$ cat config.mk
export PLATFORM = sky130hd
export DESIGN_NAME = lc3_datapath_memctl_flat
export DESIGN_NICKNAME = d
export VERILOG_FILES = /design/src/rtl/lc3_datapath_memctl_if.sv /design/src/rtl/lc3_datapath_memctl.sv /design/src/flat_wrapper.sv
export SDC_FILE = /design/constraint.sdc
export NUM_CORES = 1
export LEC_CHECK = 0
export BUFFER_PORTS_ARGS = -buffer_cell sky130_fd_sc_hd__buf_2
export CORE_MARGIN = 3
export CORE_UTILIZATION = 54
export DETAILED_ROUTE_END_ITERATION = 10
export GPL_ROUTABILITY_DRIVEN = 0
export GPL_TIMING_DRIVEN = 0
export HOLD_SLACK_MARGIN = 0.02
export PLACE_DENSITY = 0.74
export REMOVE_ABC_BUFFERS = 1
export SYNTH_ARGS = -nofsm -noshare
export SYNTH_HDL_FRONTEND = slang
export SYNTH_SLANG_ARGS = --single-unit
$ cat constraint.sdc
create_clock -name Clk -period 4.8 [get_ports Clk]
set_input_delay 0.72 -clock Clk [delete_from_list [all_inputs] [get_ports Clk]]
set_output_delay 0.72 -clock Clk [all_outputs]
set_load 0.03 [all_outputs]
$ cat src/rtl/lc3_datapath_memctl_if.sv
// Memory handshake bundle between the LC-3 datapath (master) and the SRAM/IO side.
// The master modport drives the request, address and write data, and returns the status signals.
interface lc3_datapath_memctl_if;
   logic        Mem_Start;
   logic        Mem_WE;
   logic        Mem_Ack;
   logic [15:0] Mem_Rdata;
   logic        Mem_Req;
   logic        Mem_Wr;
   logic [15:0] Mem_Addr;
   logic [15:0] Mem_Wdata;
   logic        Mem_Busy;
   logic        Mem_Done;
   logic        Mem_Err;

   modport master (
      input  Mem_Start, Mem_WE, Mem_Ack, Mem_Rdata,
      output Mem_Req, Mem_Wr, Mem_Addr, Mem_Wdata, Mem_Busy, Mem_Done, Mem_Err
   );

   modport slave (
      output Mem_Start, Mem_WE, Mem_Ack, Mem_Rdata,
      input  Mem_Req, Mem_Wr, Mem_Addr, Mem_Wdata, Mem_Busy, Mem_Done, Mem_Err
   );
endinterface

$ cat src/rtl/lc3_datapath_memctl.sv
// LC-3 datapath (PC, IR, MAR, MDR, register file, ALU, NZP/BEN, LED) with an integrated
// memory request/acknowledge FSM that owns MDR loads from memory and aborts on timeout.
module lc3_datapath_memctl #(
   parameter logic [15:0] PC_RESET    = 16'h3000,
   parameter int          LED_W       = 12,
   parameter int          MEM_TIMEOUT = 15
) (
   input  logic                 Clk,
   input  logic                 Reset_n,
   input  logic                 LD_PC,
   input  logic                 LD_IR,
   input  logic                 LD_MAR,
   input  logic                 LD_MDR,
   input  logic                 LD_BEN,
   input  logic                 LD_CC,
   input  logic                 LD_REG,
   input  logic                 LD_LED,
   input  logic                 GatePC,
   input  logic                 GateMDR,
   input  logic                 GateALU,
   input  logic                 GateMARMUX,
   input  logic [1:0]           PCMUX,
   input  logic [1:0]           ADDR2MUX,
   input  logic                 ADDR1MUX,
   input  logic                 SR1MUX,
   input  logic                 DRMUX,
   input  logic [1:0]           ALUK,
   lc3_datapath_memctl_if.master mem,
   output logic                 Bus_Err,
   output logic [15:0]          IR,
   output logic [15:0]          PC,
   output logic [15:0]          MAR,
   output logic [15:0]          MDR,
   output logic [LED_W-1:0]     LED,
   output logic                 N,
   output logic                 Z,
   output logic                 P,
   output logic                 BEN
);

   localparam int CNT_W = (MEM_TIMEOUT > 1) ? $clog2(MEM_TIMEOUT) : 1;
   localparam logic [CNT_W-1:0] CNT_LAST = CNT_W'(MEM_TIMEOUT - 1);

   typedef enum logic [1:0] {
      ST_IDLE = 2'b00,
      ST_REQ  = 2'b01,
      ST_DONE = 2'b10
   } mem_state_t;

   mem_state_t       state_r;
   logic [CNT_W-1:0] cnt_r;
   logic             req_r;
   logic             wr_r;
   logic             busy_r;
   logic             done_r;
   logic             err_r;

   logic [15:0] regs_r [8];
   logic [2:0]  sr1_sel_s;
   logic [2:0]  dr_sel_s;
   logic [15:0] sr1_out_s;
   logic [15:0] alu_b_s;
   logic [15:0] alu_s;
   logic [15:0] addr1_s;
   logic [15:0] addr2_s;
   logic [15:0] adder_s;
   logic [15:0] bus_s;
   logic [3:0]  gates_s;
   logic        multi_gate_s;

   // True when more than one bus driver is enabled at once.
   function automatic logic multi_gate(input logic [3:0] g);
      return (g & (g - 4'd1)) != 4'd0;
   endfunction

   // Operand selection, address adder, ALU and bus multiplexing.
   always_comb begin
      sr1_sel_s = SR1MUX ? IR[8:6] : IR[11:9];
      dr_sel_s  = DRMUX ? 3'd7 : IR[11:9];
      sr1_out_s = regs_r[sr1_sel_s];
      alu_b_s   = IR[5] ? {{11{IR[4]}}, IR[4:0]} : regs_r[IR[2:0]];
      addr1_s   = ADDR1MUX ? PC : sr1_out_s;
      case (ADDR2MUX)
         2'b00:   addr2_s = {{5{IR[10]}}, IR[10:0]};
         2'b01:   addr2_s = {{7{IR[8]}}, IR[8:0]};
         2'b10:   addr2_s = {{10{IR[5]}}, IR[5:0]};
         default: addr2_s = 16'h0000;
      endcase
      adder_s = addr1_s + addr2_s;
      case (ALUK)
         2'b00:   alu_s = sr1_out_s + alu_b_s;
         2'b01:   alu_s = sr1_out_s & alu_b_s;
         2'b10:   alu_s = ~sr1_out_s;
         default: alu_s = sr1_out_s;
      endcase
      gates_s      = {GatePC, GateMDR, GateALU, GateMARMUX};
      multi_gate_s = multi_gate(gates_s);
      case (gates_s)
         4'b1000: bus_s = PC;
         4'b0100: bus_s = MDR;
         4'b0010: bus_s = alu_s;
         4'b0001: bus_s = adder_s;
         default: bus_s = 16'h0000;
      endcase
   end

   // Architectural registers, condition codes, LED latch and sticky bus-contention flag.
   always_ff @(posedge Clk or negedge Reset_n) begin
      if (!Reset_n) begin
         PC      <= PC_RESET;
         IR      <= 16'h0000;
         MAR     <= 16'h0000;
         LED     <= '0;
         N       <= 1'b0;
         Z       <= 1'b1;
         P       <= 1'b0;
         BEN     <= 1'b0;
         Bus_Err <= 1'b0;
         for (int i = 0; i < 8; i++) regs_r[i] <= 16'h0000;
      end else begin
         if (LD_PC) begin
            case (PCMUX)
               2'b00:   PC <= bus_s;
               2'b01:   PC <= adder_s;
               2'b10:   PC <= PC + 16'd1;
               default: PC <= PC;
            endcase
         end
         if (LD_IR)  IR  <= bus_s;
         if (LD_MAR) MAR <= bus_s;
         if (LD_LED) LED <= IR[LED_W-1:0];
         if (LD_REG) regs_r[dr_sel_s] <= bus_s;
         if (LD_CC) begin
            N <= bus_s[15];
            Z <= (bus_s == 16'h0000);
            P <= !bus_s[15] && (bus_s != 16'h0000);
         end
         // Branch enable deliberately uses the NZP already held, not this cycle's update.
         if (LD_BEN) BEN <= (IR[11] & N) | (IR[10] & Z) | (IR[9] & P);
         if (multi_gate_s) Bus_Err <= 1'b1;
      end
   end

   // Memory handshake FSM; also the only writer of MDR so bus loads and memory loads never race.
   always_ff @(posedge Clk or negedge Reset_n) begin
      if (!Reset_n) begin
         state_r <= ST_IDLE;
         cnt_r   <= '0;
         req_r   <= 1'b0;
         wr_r    <= 1'b0;
         busy_r  <= 1'b0;
         done_r  <= 1'b0;
         err_r   <= 1'b0;
         MDR     <= 16'h0000;
      end else begin
         case (state_r)
            ST_IDLE: begin
               done_r <= 1'b0;
               if (LD_MDR) MDR <= bus_s;
               if (mem.Mem_Start) begin
                  state_r <= ST_REQ;
                  req_r   <= 1'b1;
                  wr_r    <= mem.Mem_WE;
                  busy_r  <= 1'b1;
                  cnt_r   <= '0;
               end
            end
            ST_REQ: begin
               if (mem.Mem_Ack) begin
                  state_r <= ST_DONE;
                  req_r   <= 1'b0;
                  done_r  <= 1'b1;
                  if (!wr_r) MDR <= mem.Mem_Rdata;
               end else if (cnt_r == CNT_LAST) begin
                  state_r <= ST_DONE;
                  req_r   <= 1'b0;
                  done_r  <= 1'b1;
                  err_r   <= 1'b1;
               end else begin
                  cnt_r <= cnt_r + CNT_W'(1);
               end
            end
            ST_DONE: begin
               state_r <= ST_IDLE;
               done_r  <= 1'b0;
               busy_r  <= 1'b0;
            end
            default: begin
               state_r <= ST_IDLE;
               req_r   <= 1'b0;
               done_r  <= 1'b0;
               busy_r  <= 1'b0;
            end
         endcase
      end
   end

   assign mem.Mem_Req   = req_r;
   assign mem.Mem_Wr    = wr_r;
   assign mem.Mem_Busy  = busy_r;
   assign mem.Mem_Done  = done_r;
   assign mem.Mem_Err   = err_r;
   assign mem.Mem_Addr  = MAR;
   assign mem.Mem_Wdata = MDR;

endmodule
$ cat src/flat_wrapper.sv
// flat-port wrapper written by rule: the top's interface ports become plain ports
module lc3_datapath_memctl_flat 
#(
   parameter logic [15:0] PC_RESET    = 16'h3000,
   parameter int          LED_W       = 12,
   parameter int          MEM_TIMEOUT = 15
)
  (Clk, Reset_n, LD_PC, LD_IR, LD_MAR, LD_MDR, LD_BEN, LD_CC, LD_REG, LD_LED, GatePC, GateMDR, GateALU, GateMARMUX, PCMUX, ADDR2MUX, ADDR1MUX, SR1MUX, DRMUX, ALUK, Bus_Err, IR, PC, MAR, MDR, LED, N, Z, P, BEN, mem_Mem_Start, mem_Mem_WE, mem_Mem_Ack, mem_Mem_Rdata, mem_Mem_Req, mem_Mem_Wr, mem_Mem_Addr, mem_Mem_Wdata, mem_Mem_Busy, mem_Mem_Done, mem_Mem_Err);
  lc3_datapath_memctl_if mem_i ();
  input  logic Clk;
  input  logic Reset_n;
  input  logic LD_PC;
  input  logic LD_IR;
  input  logic LD_MAR;
  input  logic LD_MDR;
  input  logic LD_BEN;
  input  logic LD_CC;
  input  logic LD_REG;
  input  logic LD_LED;
  input  logic GatePC;
  input  logic GateMDR;
  input  logic GateALU;
  input  logic GateMARMUX;
  input  logic [1:0] PCMUX;
  input  logic [1:0] ADDR2MUX;
  input  logic ADDR1MUX;
  input  logic SR1MUX;
  input  logic DRMUX;
  input  logic [1:0] ALUK;
  output logic Bus_Err;
  output logic [15:0] IR;
  output logic [15:0] PC;
  output logic [15:0] MAR;
  output logic [15:0] MDR;
  output logic [LED_W-1:0] LED;
  output logic N;
  output logic Z;
  output logic P;
  output logic BEN;
  input wire logic [$bits(mem_i.Mem_Start)-1:0] mem_Mem_Start;
  input wire logic [$bits(mem_i.Mem_WE)-1:0] mem_Mem_WE;
  input wire logic [$bits(mem_i.Mem_Ack)-1:0] mem_Mem_Ack;
  input wire logic [$bits(mem_i.Mem_Rdata)-1:0] mem_Mem_Rdata;
  output wire logic [$bits(mem_i.Mem_Req)-1:0] mem_Mem_Req;
  output wire logic [$bits(mem_i.Mem_Wr)-1:0] mem_Mem_Wr;
  output wire logic [$bits(mem_i.Mem_Addr)-1:0] mem_Mem_Addr;
  output wire logic [$bits(mem_i.Mem_Wdata)-1:0] mem_Mem_Wdata;
  output wire logic [$bits(mem_i.Mem_Busy)-1:0] mem_Mem_Busy;
  output wire logic [$bits(mem_i.Mem_Done)-1:0] mem_Mem_Done;
  output wire logic [$bits(mem_i.Mem_Err)-1:0] mem_Mem_Err;
  assign mem_i.Mem_Start = mem_Mem_Start;
  assign mem_i.Mem_WE = mem_Mem_WE;
  assign mem_i.Mem_Ack = mem_Mem_Ack;
  assign mem_i.Mem_Rdata = mem_Mem_Rdata;
  assign mem_Mem_Req = mem_i.Mem_Req;
  assign mem_Mem_Wr = mem_i.Mem_Wr;
  assign mem_Mem_Addr = mem_i.Mem_Addr;
  assign mem_Mem_Wdata = mem_i.Mem_Wdata;
  assign mem_Mem_Busy = mem_i.Mem_Busy;
  assign mem_Mem_Done = mem_i.Mem_Done;
  assign mem_Mem_Err = mem_i.Mem_Err;
  lc3_datapath_memctl #(.PC_RESET(PC_RESET), .LED_W(LED_W), .MEM_TIMEOUT(MEM_TIMEOUT)) u_core (.Clk(Clk), .Reset_n(Reset_n), .LD_PC(LD_PC), .LD_IR(LD_IR), .LD_MAR(LD_MAR), .LD_MDR(LD_MDR), .LD_BEN(LD_BEN), .LD_CC(LD_CC), .LD_REG(LD_REG), .LD_LED(LD_LED), .GatePC(GatePC), .GateMDR(GateMDR), .GateALU(GateALU), .GateMARMUX(GateMARMUX), .PCMUX(PCMUX), .ADDR2MUX(ADDR2MUX), .ADDR1MUX(ADDR1MUX), .SR1MUX(SR1MUX), .DRMUX(DRMUX), .ALUK(ALUK), .mem(mem_i), .Bus_Err(Bus_Err), .IR(IR), .PC(PC), .MAR(MAR), .MDR(MDR), .LED(LED), .N(N), .Z(Z), .P(P), .BEN(BEN));
endmodule
==> results.txt, run 1 <==
Status -> finished clean
Reg2reg start -> u_core.IR[1]$_DFFE_PN0P_
Synth Cell Area -> 14,760 µm²
GRT Total Usage -> 33.71%
Drt via density -> 6.676
WL/cell -> 23.88 µm
PortBufs -> 159
DRC viols -> 0
Logic pwr share -> 43.3%
Net Sw Frac -> 43.10%
Sequential area share after synthesis -> 37.31%
CTS HTree Levels -> 1
Clock Skews -> 0.01924 ns
CP required -> 5.29 ns
Reg2Reg Depth -> 15
Max Cap Viol -> 0
CTS Buf Count -> 24
HPWL Detailed -> 33.95 mm
Setup Viol. Count Final -> 0
Max IR drop VDD -> 0.0003366 V
Yosys cell types -> 91
Final Core Density -> 65.12%
CTS Root Cell -> clkbuf_16
Pre-antenna DRT Iters -> 6
Total number of vias -> 14,474
Remaining antenna violation count -> 0
Die ar. -> 29,360 µm²
DIE WIDTH -> 171.4 µm
Vias in the first global route -> 13,585
First-pass GRT wire length -> 77.06 mm
Fraction of registers with async set/reset -> 100.0%
Psw -> 3.711 mW
Clk buf depth -> 3
Hold Path Class -> in -> async
Cts hold-fix bufs -> 0
Largest net degree at the start of global routing -> 89
Part of the power in the clock network -> 22.8%
Reg clk slew, reported paths -> 0.07 ns
Initial drt markers -> 1,862
Slew Limit Fails -> 0
Endpoint class of the critical path -> register
Seq cells post-synth -> 220
Tmin final -> 4.688 ns
Ports -> 160
Worst Path Max Fanout -> 28
Layout cells sized above 1 -> 22.71%
Initial Util -> 55.87%
Cell Pwr Density -> 500.2 nW/µm²
Peak Freq -> 0.2133 GHz
Register share of total power -> 33.9%
Core Region -> 26,430 µm²
FP Rows -> 59
Worst relative slew slack -> 17.13%
Overflow left after global routing -> 0
Area Overhead vs Synth -> 16.57%
Least-Margin Pin Slew -> 1.238 ns
Dpl cell area -> 15,540 µm²
Final Hold Vio Count -> 0
Initial antenna violation count -> 1
Critical Path AT -> 5.18 ns
EDFF count, synth -> 0
Worst-Skew Late Latency -> 0.55 ns
Final Cycle Share -> 97.66%
Cells after Synth -> 1,711
Total wire length -> 51.78 mm
Internal Dissipation -> 4.899 mW
Total power -> 8.609 mW
Leak -> 7.685 nW
Critical path class -> reg -> reg
Avg Cell Area, Syn -> 8.629 µm²
Ys Warns -> 0
Design Area, Final -> 17,210 µm²
R2r setup slk -> 0.11 ns
Most common flop cell mapped by yosys -> dfrtp_1
Nets -> 1,895
Die H -> 171.4 µm
CTS tree -> yes
TritonCTS sink count -> 220
Reg-to-reg endpoint -> u_core.Z$_DFFE_PN1P_
CP Launch Type -> register
==> repair_timing <==
action,4_1_cts,5_1_grt
setup buffers,14,41
gates resized for setup,26,25
pin swaps,6,9
cloned,1,3
endpoints found under the setup margin,169,80
==> worst max-delay path, stage by stage, from the launching register on <==
cell and delay (ns):
dfrtp_2 0.54, buf_12 0.27, mux4_2 0.52, o21ai_0 0.21, nand2_1 0.19, ha_1 0.29, fa_1 0.47, a21oi_1 0.29
o211ai_1 0.20, a22oi_1 0.39, o41ai_1 0.18, nor4_4 0.35, buf_8 0.17, and3_1 0.16, and4_1 0.20, a41o_1 0.16
==> placed cells by master (no fill, tap or decap), types with 25 or more instances in the layout <==
| cell | n |
|---|---|
| buf_2 | 157 |
| nand2_1 | 217 |
| nand2b_1 | 25 |
| inv_1 | 37 |
| mux4_2 | 32 |
| ha_1 | 36 |
| a211oi_1 | 41 |
| a21o_1 | 26 |
| o21ai_0 | 144 |
| a21oi_1 | 155 |
| dfrtp_1 | 209 |
| nand3_1 | 25 |
| nor2_1 | 174 |
| clkbuf_16 | 26 |
| nor2b_1 | 33 |
| buf_4 | 51 |
==> flip-flops by register name, summed over array words and instances (netlist names) <==
name,cells
u_core.regs_r,128
u_core.IR,16
u_core.MAR,16
u_core.MDR,16
u_core.PC,16
u_core.LED,12
u_core.cnt_r,4
u_core.state_r,2
u_core.BEN,1
u_core.Bus_Err,1
u_core.N,1
u_core.P,1
u_core.Z,1
u_core.mem.Mem_Busy,1
u_core.mem.Mem_Done,1
u_core.mem.Mem_Err,1
u_core.mem.Mem_Req,1
u_core.mem.Mem_Wr,1
==> Yosys cell counts, types with 7 or more instances <==
cell type	instances	area, µm²
ha_1	37	462.9
a21o_1	26	195.2
nor3_1	17	85.08
buf_6	7	78.83
dfrtp_1	217	5430
nand4_1	7	43.79
a211o_1	8	70.07
xnor2_1	22	192.7
a22o_1	7	61.31
mux2_2	23	259.0
and3_1	10	62.56
nand3_1	27	135.1
o211ai_1	12	90.09
nor2_1	176	660.6
a22oi_1	24	180.2
buf_2	23	115.1
xor2_1	17	148.9
mux2i_1	17	170.2
clkbuf_1	88	330.3
mux4_2	32	720.7
o21a_1	10	75.07
buf_4	38	285.3
a211oi_1	45	337.8
nand2_1	217	814.5
a21oi_1	159	795.8
a221oi_1	14	122.6
or3_1	7	43.79
o22ai_1	20	125.1
nor2b_1	36	225.2
o21ai_1	12	60.06
and2_1	22	137.6
o21ai_0	147	735.7
nand2b_1	27	168.9
buf_1	7	26.28
a31oi_1	7	43.79
inv_1	37	138.9
==> layer usage <==
metal  share of wire [%]  vias up  track usage [%]  wire length (µm)
li1                    -     6337                -                 -
met1                  38     6945            45.75             19570
met2                  44      992            50.54             23000
met3                  12      200            8.573              6390
met4                 5.4        0            16.86              2811
met5                   0        -                0                 0
==> power by group through the flow <==
stage / sequential, mW / clock (mW) / combinational, mW
2_1_floorplan: 3.25 / 0 / 1.91
3_3_place_gp: 2.94 / 0 / 3.21
3_5_place_dp: 2.93 / 0 / 3.38
4_1_cts: 2.90 / 1.96 / 3.49
5_1_grt: 2.97 / 2.05 / 4.02
6_report: 2.92 / 1.96 / 3.73
==> per-stage QoR <==
step                      cells  hold slack, ns  setup slack (ns)  setup TNS [ns]
after floorplan            1548          0.4244           -0.9616          -43.59
after global placement     2042          0.4479            -4.134         -724.93
after detailed placement   2063          0.4534            -1.773         -192.86
after CTS                  2122          0.1157          0.001948               0
after global routing       2168          0.1337          -0.07330         -0.5516
final                      2168         0.08330            0.1123               0
==> worst max path at each step <==
| stage | startpoint | endpoint | slack (ns) |
|---|---|---|---|
| 5_1_grt | u_core.IR[9]$_DFFE_PN0P_ | u_core.regs_r[118]$_DFFE_PN0P_ | -0.07 |
| 4_1_cts | u_core.IR[9]$_DFFE_PN0P_ | u_core.Z$_DFFE_PN1P_ | 0.002 |
| 3_5_place_dp | SR1MUX | u_core.Z$_DFFE_PN1P_ | -1.77 |
| 3_3_place_gp | SR1MUX | u_core.Z$_DFFE_PN1P_ | -4.13 |
| 6_report | u_core.IR[1]$_DFFE_PN0P_ | u_core.Z$_DFFE_PN1P_ | 0.11 |
| 2_1_floorplan | u_core.IR[6]$_DFFE_PN0P_ | u_core.Z$_DFFE_PN1P_ | -0.96 |
==> area by class of cell <==
class	instances	area (µm²)
multi-input cells	1292	8594
well taps	335	419.2
diodes	1	2.502
flip-flops and latches	220	5532
fillers	2133	9218
clock inverters	16	201.4
repair buffers	238	1683
clock buffers	28	635.6
inverters	38	142.6
==> logic make-up (layout without fill, tap and decap cells) <==
kind of cell	Yosys count	in the layout	synth area share, %
compound gates	561	561	24.30
xor+xnor	39	39	2.314
fa+ha+maj	40	40	3.475
buf+inv	201	320	6.627
flops	220	220	37.31
mux	77	79	8.280
other cells	0	1	0
simple gates	573	573	17.69
Note: power is estimated with default switching activity, not from simulation.
==> run 2, diff against run 1 <==
BUFFER_PORTS_ARGS = -buffer_cell sky130_fd_sc_hd__clkbuf_2   (was -buffer_cell sky130_fd_sc_hd__buf_2)
CORE_UTILIZATION = 23   (was 54)
PLACE_DENSITY = unset   (was 0.74)
==> results.txt, run 2 (same netlist as run 1, synthesis figures left out) <==
Design Area, Final -> 17,900 µm² (+4.0%)
Nets -> 1,897 (+0.11%)
CTS Root Cell -> clkbuf_16
PortBufs -> 159 (unchanged)
Drt via density -> 5.363 (-20%)
Initial drt markers -> 1,512 (-19%)
Crit path to -> u_core.Z$_DFFE_PN1P_
Peak Freq -> 0.2138 GHz (+0.21%)
Reg with most FFs -> u_core.regs_r
Hold Path Class -> in -> async
Pre-antenna DRT Iters -> 7 (+1)
# fillers -> 6,755 (+220%)
DIE WIDTH -> 259.4 µm (+51%)
FP Rows -> 92 (+56%)
Vias in the first global route -> 13,587 (+0.015%)
Tmin final -> 4.678 ns (-0.009894 ns)
Worst relative slew slack -> 6.045% (-11 points)
CP dominant cell by count -> a21oi_1
Dpl cells -> 2,578 (+25%)
Overflow left after global routing -> 0 (unchanged)
Layout cells sized above 1 -> 23.01% (+0.30 points)
Clk buf depth -> 3 (unchanged)
CP max-delay cell -> dfrtp_4
Commonest non-fill, non-tap cell in the layout -> nand2_1
TritonCTS sink count -> 220 (unchanged)
Ports -> 160 (unchanged)
CTS HTree Levels -> 1 (unchanged)
Die H -> 259.4 µm (+51%)
Crit path from -> u_core.IR[10]$_DFFE_PN0P_
Final Hold Vio Count -> 0 (unchanged)
WL/cell -> 21.13 µm (-12%)
Dpl cell area -> 16,260 µm² (+4.7%)
Critical path class -> reg -> reg
First-pass GRT wire length -> 83.75 mm (+8.7%)
Reg-to-reg endpoint -> u_core.Z$_DFFE_PN1P_
Worst Hold Slack -> 0.1320 ns (+0.04874 ns)
Layout Cells excl Fill -> 2,682 (+24%)
Endpoint class of the critical path -> register
Area Overhead vs Synth -> 21.27%
Core Region -> 63,310 µm² (+140%)
Largest net degree at the start of global routing -> 85 (-4.5%)
Status -> finished clean
Leak -> 7.682 nW (about the same)
Crit path cell chain -> or2_4 > buf_12 > o22ai_1 > a21oi_1 > o32ai_2 > ha_1 > a21oi_1 > and2_1 > a21oi_1 > o41ai_2 > xor2_1 > nor2_1 > a2111oi_4 > buf_6 > and4_1 > a41o_1
DRC viols -> 0 (unchanged)
HPWL Detailed -> 38.72 mm (+14%)
Total wire length -> 56.67 mm (+9.5%)
CTS Buf Count -> 26 (+8.3%)
Initial Util -> 23.32% (-33 points)
Placement Setup Slack -> -1.698 ns (+0.07535 ns)
Max IR drop VDD -> 0.0003234 V (-3.9%)
Least-Margin Pin Slew -> 1.404 ns (+0.1657 ns)
Crit-path max cell delay -> 0.54 ns (about the same)
CTS tree -> yes
GRT Total Usage -> 15.98% (-18 points)
Slew Limit Fails -> 0 (unchanged)
Die ar. -> 67,270 µm² (+130%)
Reg2reg start -> u_core.IR[10]$_DFFE_PN0P_
Initial antenna violation count -> 4 (+3)
Total number of vias -> 14,384 (-0.62%)
Final Cycle Share -> 97.45% (-0.21 points)
Final Core Density -> 28.28% (-37 points)
CP required -> 5.30 ns (about the same)
Largest register FFs -> 128 (unchanged)
R2r setup slk -> 0.12 ns (about the same)
Most frequent cells in the layout -> 217 x nand2_1, 208 x dfrtp_1, 174 x nor2_1, 157 x clkbuf_2, 156 x a21oi_1
Reg2Reg Depth -> 16 (+1)
CP Launch Type -> register
Remaining antenna violation count -> 0 (unchanged)
Setup ws final -> 0.1222 ns (+0.009894 ns)
Critical Path AT -> 5.18 ns (about the same)
Max Cap Viol -> 0 (unchanged)
Reg clk slew, reported paths -> 0.06 ns (about the same)
Clock Skews -> 0.01226 ns (-0.006981 ns)
Setup Viol. Count Final -> 0 (unchanged)
Worst-Skew Late Latency -> 0.56 ns (about the same)
Cell Pwr Density -> 486.6 nW/µm² (-2.7%)
Worst Path Max Fanout -> 11 (-61%)
[run 2: cell types whose count changed in the layout (fill, tap and decap cells not counted), moves of 3 or more]
cell        change
buf_2         -157
buf_4           -4
buf_6           +4
clkbuf_2      +157
clkinvlp_4      +3
[run 2: area by class of cell]
cell class	instances	area, µm²	share of cell area, %
diodes	2	5.005	0.02795
clock buffers	27	654.4	3.655
clock inverters	19	210.2	1.174
inverters	38	142.6	0.7966
multi-input cells	1292	8583	47.94
flip-flops and latches	220	5533	30.90
well taps	846	1059	5.912
repair buffers	238	1718	9.595
[run 2: worst min-delay path by stage]
stage	startpoint	end	slack, ns	cells past startpoint
2_1_floorplan	Reset_n	u_core.BEN$_DFFE_PN0P_	0.42	0
3_3_place_gp	u_core.mem.Mem_Err$_DFFE_PN0P_	u_core.mem.Mem_Err$_DFFE_PN0P_	0.46	1
3_5_place_dp	u_core.Bus_Err$_DFFE_PN0P_	u_core.Bus_Err$_DFFE_PN0P_	0.47	1
4_1_cts	Reset_n	u_core.Bus_Err$_DFFE_PN0P_	0.15	1
5_1_grt	Reset_n	u_core.Bus_Err$_DFFE_PN0P_	0.16	1
6_report	Reset_n	u_core.Bus_Err$_DFFE_PN0P_	0.13	1
[run 2: report_power, final]
group          leakage [nW]  switching, mW  internal [mW]
Combinational          4.47           2.33           1.41
Clock                 0.404          0.867           1.16
Sequential             2.80          0.593           2.35
[run 2: per-layer routing]
layer,global-route usage (%),part of all wire (%)
met3,2.829,9.0
met2,25.21,45
met1,20.97,41
met5,0,0.028
met4,8.097,5.4
[run 2: per-stage QoR]
stage                     power, mW  TNS [ns]
after floorplan               5.163    -43.59
final                         8.712         0
after global placement        6.250   -916.44
after detailed placement      6.404   -204.57
after global routing          9.170  -0.05635
after CTS                     8.537         0
[run 2: repair_timing]
item | CTS | global route
setup buffers | 20 | 33
hold endpoints to repair | 0 | 0
pin swaps | 8 | 10
setup endpoints to repair | 182 | 81
gates resized for setup | 29 | 25
hold buffers | 0 | 0
gates cloned | 1 | 2
[run 2: critical path: cells and delay by family (launching register included)]
| family | cells | cell delay [ns] |
|---|---|---|
| AO/OA/AOI/OAI | 8 | 2.26 |
| XOR/XNOR | 1 | 0.22 |
| adder cells (fa/ha/maj) | 1 | 0.41 |
| buffers and inverters | 2 | 0.37 |
| flip-flops | 1 | 0.54 |
| AND/OR/NAND/NOR | 4 | 0.82 |
